--- src/rtl/conv1_window_gen.sv ---
// conv1_window_gen
//   Producer side of the conv1 3x3 window bus. Takes a raster-order pixel
//   stream and emits 9-tap windows for valid ("no padding") convolution.
//   A frame of IMG_W x IMG_H pixels yields (IMG_W-2)*(IMG_H-2) windows.
//   Two line buffers hold the previous two rows. A 3x3 shift array holds the
//   last three columns.
//
// Ports
//   clk, rst     single rising-edge clock, asynchronous active-high reset
//   in_data      pixel word, raster order
//   in_valid     in_data valid
//   in_ready     block can accept a pixel this cycle
//   data_out     window, index 3*dr+dc; [0] = pixel (r-2,c-2), [8] = pixel (r,c)
//   win_valid    data_out holds a window
//   win_ready    consumer takes the window this cycle
//   frame_done   one-cycle pulse, the cycle after the last pixel of a frame
//   win_cnt      (only with CONV1_WIN_CNT_EN) windows handshaken this frame
//   dbg_state    current FSM state (0 = FILL, 1 = RUN)
//
// Handshake semantics (both sides):
//   - A transfer happens on a rising edge where valid && ready.
//   - valid, once high, stays high with stable data until that transfer.
//   - in_ready depends only on win_valid/win_ready, never on in_valid.
//
// Optional feature macro: CONV1_WIN_CNT_EN (adds the win_cnt output).
module conv1_window_gen #(
    parameter int IMG_W  = 28,
    parameter int IMG_H  = 28,
    parameter int DATA_W = 32
) (
    input  logic                   clk,
    input  logic                   rst,
    input  logic [DATA_W-1:0]      in_data,
    input  logic                   in_valid,
    output logic                   in_ready,
    output logic [0:8][DATA_W-1:0] data_out,
    output logic                   win_valid,
    input  logic                   win_ready,
    output logic                   frame_done,
`ifdef CONV1_WIN_CNT_EN
    output logic [15:0]            win_cnt,
`endif
    output logic                   dbg_state
);

    localparam int CW = (IMG_W > 1) ? $clog2(IMG_W) : 1;
    localparam int RW = (IMG_H > 1) ? $clog2(IMG_H) : 1;

    typedef enum logic {
        S_FILL = 1'b0,
        S_RUN  = 1'b1
    } state_e;

    state_e                  state_q, state_d;
    logic [CW-1:0]           col_q, col_d;
    logic [RW-1:0]           row_q, row_d;
    logic [0:8][DATA_W-1:0]  win_q, win_d;
    logic [0:8][DATA_W-1:0]  data_out_q, data_out_d;
    logic                    win_valid_q, win_valid_d;
    logic                    frame_done_q;
    logic [DATA_W-1:0]       lb0_q [IMG_W];
    logic [DATA_W-1:0]       lb1_q [IMG_W];

    logic accept, col_last, row_last, frame_last, issue;

    assign in_ready   = !win_valid_q || win_ready;
    assign accept     = in_valid && in_ready;
    assign col_last   = (col_q == CW'(IMG_W - 1));
    assign row_last   = (row_q == RW'(IMG_H - 1));
    assign frame_last = accept && col_last && row_last;

    // ---------------- FSM: state register ----------------
    always_ff @(posedge clk or posedge rst) begin
        if (rst) state_q <= S_FILL;
        else     state_q <= state_d;
    end

    // ---------------- FSM: next state ----------------
    always_comb begin
        state_d = state_q;
        case (state_q)
            S_FILL: if (accept && col_last && (row_q == RW'(1))) state_d = S_RUN;
            S_RUN:  if (frame_last)                             state_d = S_FILL;
            default: state_d = S_FILL;
        endcase
    end

    // ---------------- FSM: outputs ----------------
    // A window only issues in RUN, so line-buffer contents left over from the
    // previous frame (or from before a reset) are never emitted.
    always_comb begin
        issue     = accept && (state_q == S_RUN) && (col_q >= CW'(2));
        dbg_state = state_q;
    end

    // ---------------- raster counters ----------------
    always_comb begin
        col_d = col_q;
        row_d = row_q;
        if (accept) begin
            if (col_last) begin
                col_d = '0;
                row_d = row_last ? '0 : row_q + RW'(1);
            end else begin
                col_d = col_q + CW'(1);
            end
        end
    end

    // ---------------- window shift / output hold ----------------
    always_comb begin
        win_d = win_q;
        if (accept) begin
            for (int r = 0; r < 3; r++) begin
                win_d[3*r]   = win_q[3*r+1];
                win_d[3*r+1] = win_q[3*r+2];
            end
            win_d[2] = lb1_q[col_q];
            win_d[5] = lb0_q[col_q];
            win_d[8] = in_data;
        end
        data_out_d  = issue ? win_d : data_out_q;
        // A new window loaded in the same cycle as a handshake keeps valid high.
        if (issue)                          win_valid_d = 1'b1;
        else if (win_valid_q && win_ready)  win_valid_d = 1'b0;
        else                                win_valid_d = win_valid_q;
    end

    always_ff @(posedge clk or posedge rst) begin
        if (rst) begin
            col_q        <= '0;
            row_q        <= '0;
            win_q        <= '0;
            data_out_q   <= '0;
            win_valid_q  <= 1'b0;
            frame_done_q <= 1'b0;
        end else begin
            col_q        <= col_d;
            row_q        <= row_d;
            win_q        <= win_d;
            data_out_q   <= data_out_d;
            win_valid_q  <= win_valid_d;
            frame_done_q <= frame_last;
        end
    end

    // Line buffers: storage only, no reset.
    always_ff @(posedge clk) begin
        if (accept) begin
            lb1_q[col_q] <= lb0_q[col_q];
            lb0_q[col_q] <= in_data;
        end
    end

    assign data_out   = data_out_q;
    assign win_valid  = win_valid_q;
    assign frame_done = frame_done_q;

`ifdef CONV1_WIN_CNT_EN
    logic [15:0] win_cnt_q;
    // Clearing on the first pixel takes priority: any handshake in that cycle
    // belongs to the previous frame.
    always_ff @(posedge clk or posedge rst) begin
        if (rst)
            win_cnt_q <= '0;
        else if (accept && (col_q == '0) && (row_q == '0))
            win_cnt_q <= '0;
        else if (win_valid_q && win_ready && (win_cnt_q != 16'hFFFF))
            win_cnt_q <= win_cnt_q + 16'd1;
    end
    assign win_cnt = win_cnt_q;
`endif

endmodule

--- config.mk ---
export PLATFORM = sky130hd
export DESIGN_NAME = conv1_window_gen
export DESIGN_NICKNAME = d
export VERILOG_FILES = /design/src/rtl/conv1_window_gen.sv
export SDC_FILE = /design/constraint.sdc
export NUM_CORES = 2
export LEC_CHECK = 0
export CORE_MARGIN = 4
export CORE_UTILIZATION = 40
export CTS_CLUSTER_SIZE = 30
export DETAILED_ROUTE_END_ITERATION = 10
export GPL_ROUTABILITY_DRIVEN = 0
export PLACE_DENSITY_LB_ADDON = 0.08
export REMOVE_ABC_BUFFERS = 1
export SYNTH_ARGS = -nofsm -noshare
export SYNTH_HDL_FRONTEND = slang
export SYNTH_SLANG_ARGS = --single-unit
--- constraint.sdc ---
create_clock -name clk -period 21.6 [get_ports clk]
set_input_delay 4.32 -clock clk [delete_from_list [all_inputs] [get_ports clk]]
set_output_delay 4.32 -clock clk [all_outputs]
set_load 0.1 [all_outputs]
==> impl_results.md <==
* Status: completed
* Post-synthesis mux area share at 0.121
* Worst-path cell chain: clkdlybuf4s50_1, nand2b_1, clkdlybuf4s50_1
* WP data arrival at about 6.7 ns
* Worst skew pair latency at ~0.86 ns
* Min-delay worst type: reg2reg
* Combinational power share at 0.341
* Post-synthesis cell count at 5,102
* Core ar. at 215,000 um2
* Max_cap viols at 0
* R2R Path Start: col_q[1]
* Largest net degree at the start of global routing at 146
* Gr ovfl total at 0
* Vias per cell at 5.42
* Site row count at 170
* Clk root buf: clkbuf_16
* Total I/O pin count at 328
* Peak Freq at 0.0910 GHz
* Syn avg cell area at 17.0 um2
* CTS resizes at 0
* Post-synth top area cell: edfxtp_1
* Synth-to-Final Area Change at 17.0%
* CP dominant cell by count: clkdlybuf4s50_1
* HP Start: win_q[47]
* Share of cells above drive strength 1 at 0.158
* Reg clk slew, reported paths at 0.06 ns
* Initial drt markers at 4,321
* Die Width at 474 um
* CP bufs+invs at 2
* Int Pwr at 9.67 mW
* WP data required at 17.28 ns
* Final hold violation count at 0
* Sequential share of power at 0.398
* Die Area at 224,000 um2
* Final WL at between 200,000 and 250,000 um
* Slew HR at 0.181
* EDFF count, synth at 1,792
* Clock sink total at 2,285
* Die H at 474 um
* VDD IR max at 0.110 mV
* Top post-synthesis cells by area: edfxtp_1 (62%), dfrtp_1 (14%), mux4_2 (7.2%)
* Vias at around 46k
* First-pass GRT wire length at 348,000 um
* Net Sw Frac at 0.382
* Netlist cell types at 48
* WHS Path Cells at 2
* Crit path largest cell delay at around 1.3 ns
* DPL Wire Length at 132,000 um
* Slew Limit Fails at 0
* Critical path endpoint category: primary output
* Fin util at 0.472
* Mapped cell area at 86,700 um2
* Register-to-Register Path Depth at 8
* Synth Area in Simple Gates at 0.0607
* Vias in the first global route at just under 50k
* Reg2Reg Setup Slack at 16.08 ns
* Dominant synthesized flop cell: edfxtp_1
* Worst-Margin Slew at between 1 and 1.5 ns
* Period utilisation layout at 0.509
* Clock share of power at 0.261
* Lkg Pwr at 36.5 nW
* Initial antenna violation count at 9
* Starting Density at 0.403
* Fillers at 18.4k
* Complex-gate fraction of the synthesized area at 0.0379
* Total GRT Usage at 0.214
* Share of the synthesized area in the top cell type at 0.620
* Slowest-stage cell, CP: clkdlybuf4s50_1
* Leading cell types in the layout, fill and taps excluded: edfxtp_1 (1,792), nand2_1 (1,111), dfrtp_1 (488)
* First-pass DRT Iterations at 7
* Synthesized-area fraction occupied by adder cells at 0.000866
* Final nets at 5,558
* Pwr per Cell Area at 154 nW/um2
* Per-cell routed wire length at between 20 and 30 um
* Total CTS buffers at roughly 240
* Register area share after synthesis at 0.763
* Fin crit period at approximately 11 ns
* Xor/xnor cell area share of the yosys netlist at 0.000101
* Psw at 5.97 mW
* Largest family of logic cells by synthesized area: multiplexers
* Async SR Flop Fraction at 0.216
* Crit-path max FO at 3
* Final antenna-violating net count at 0
* CTS max path bufs at 3
* Yosys warnings at 0
* Crit path kind: in2out
* Hold path endpoint: data_out[79]
* Reg-to-reg endpoint: data_out[126]
* Layout Skew at 0.0325 ns
* FF+latch count, synth at 2,285
* CTS tree: built
* Setup violators final at 0
* Cts hold-fix bufs at 0
* DRC at 0
* Setup bufs post-CTS at 0
* CTS H-tree lvls at 4
* Startpoint Class: primary input
* Commonest non-fill, non-tap cell in the layout: edfxtp_1
* Total power at 15.6 mW
* Family with the most delay on the worst path: buffers and inverters
* IO buf count at 327
* RSZ-0062 raised after global routing: no
## worst max-delay path by stage
stage,startpoint,end,slack (ns),cells after the start
global placement,win_ready,in_ready,10.53,3
detailed placement,win_ready,in_ready,10.56,3
CTS,win_ready,in_ready,10.54,3
finish,win_ready,in_ready,10.61,3
floorplan,col_q[0],data_out[100],-2.29,5
global route,win_ready,in_ready,10.64,3
## power groups by stage
stage	Combinational, mW	Clock, mW	Sequential [mW]
after floorplan	3.04	0	7.96
after global placement	5.36	0	6.30
after detailed placement	5.40	0	6.32
after CTS	5.41	4.19	6.23
after global routing	5.65	4.38	6.29
final	5.33	4.08	6.22
## synthesized netlist by cell type, types with 6 or more instances
library cell  count
a22o_1           25
a41oi_1           7
a22oi_1         219
mux2_2           70
and2_1            6
nor3_1            6
buf_1            14
mux4_2          276
inv_1            24
ha_1              6
nand4_1          17
o211a_1          21
edfxtp_1       1792
o21ai_0          65
a31oi_1          41
a211oi_1          8
a21oi_1          45
clkbuf_1        122
nor2b_1          12
dfrtp_1         493
buf_2           120
o211ai_1         10
buf_4            28
nor2_1          101
nand3_1          68
a221oi_1          6
mux2i_1         345
nand2_1        1112
o22ai_1           6
## worst register-to-register path, stage by stage, from the launching register on
cell	delay, ns
dfrtp_4	0.95
buf_12	0.69
buf_12	0.78
ha_1	0.31
or3_1	0.14
o211a_4	0.53
buf_12	0.39
buf_4	1.14
mux2_2	0.48
## cell type report
| cell class | count | area (um2) | area share |
|---|---|---|---|
| tap | 2838 | 3550 | 0.0350 |
| multi-input combinational | 2501 | 19400 | 0.192 |
| clock buffer | 328 | 6700 | 0.0661 |
| timing repair buffer | 461 | 4350 | 0.0429 |
| clock inverter | 129 | 1130 | 0.0112 |
| inverter | 26 | 110 | 0.00109 |
| antenna | 5 | 12.5 | 0.000123 |
| sequential | 2285 | 66200 | 0.652 |
## metrics by stage
step / worst slack (ns) / hold WS (ns) / setup TNS, ns / instance area, um2 / cells
floorplan: -2.29 / 0.439 / -435.55 / 85300 / 4812
global placement: 10.53 / 0.447 / 0 / 93600 / 8111
detailed placement: 10.56 / 0.448 / 0 / 93600 / 8111
CTS: 10.54 / 0.451 / 0 / 101000 / 8568
global route: 10.64 / 0.474 / 0 / 101000 / 8569
finish: 10.61 / 0.445 / 0 / 101000 / 8573
## registers in the layout, summed over array words and instances, names as in the netlist
| name | flops |
|---|---|
| lb0_q | 896 |
| data_out | 288 |
| win_valid | 1 |
| col_q | 5 |
| frame_done | 1 |
| row_q | 5 |
| lb1_q | 896 |
| win_q | 192 |
| dbg_state | 1 |
## kinds of logic after synthesis
family / Yosys count
DFF: 2285
muxes: 691
xor gates and xnor gates: 1
adders and majority gates: 6
buffers and inverters: 316
and+or+nand+nor: 1338
AOI/OAI and AO/OA: 465
## routing by layer
layer / global-route usage / up-vias / routed length (um)
met5: 0 / - / 0
met4: 0.0512 / 0 / 4940
met3: 0.0364 / 295 / 13100
met2: 0.341 / 1291 / 113000
met1: 0.309 / 24600 / 109000
li1: - / 20200 / -
No activity file was read; power rests on OpenSTA's default activity.
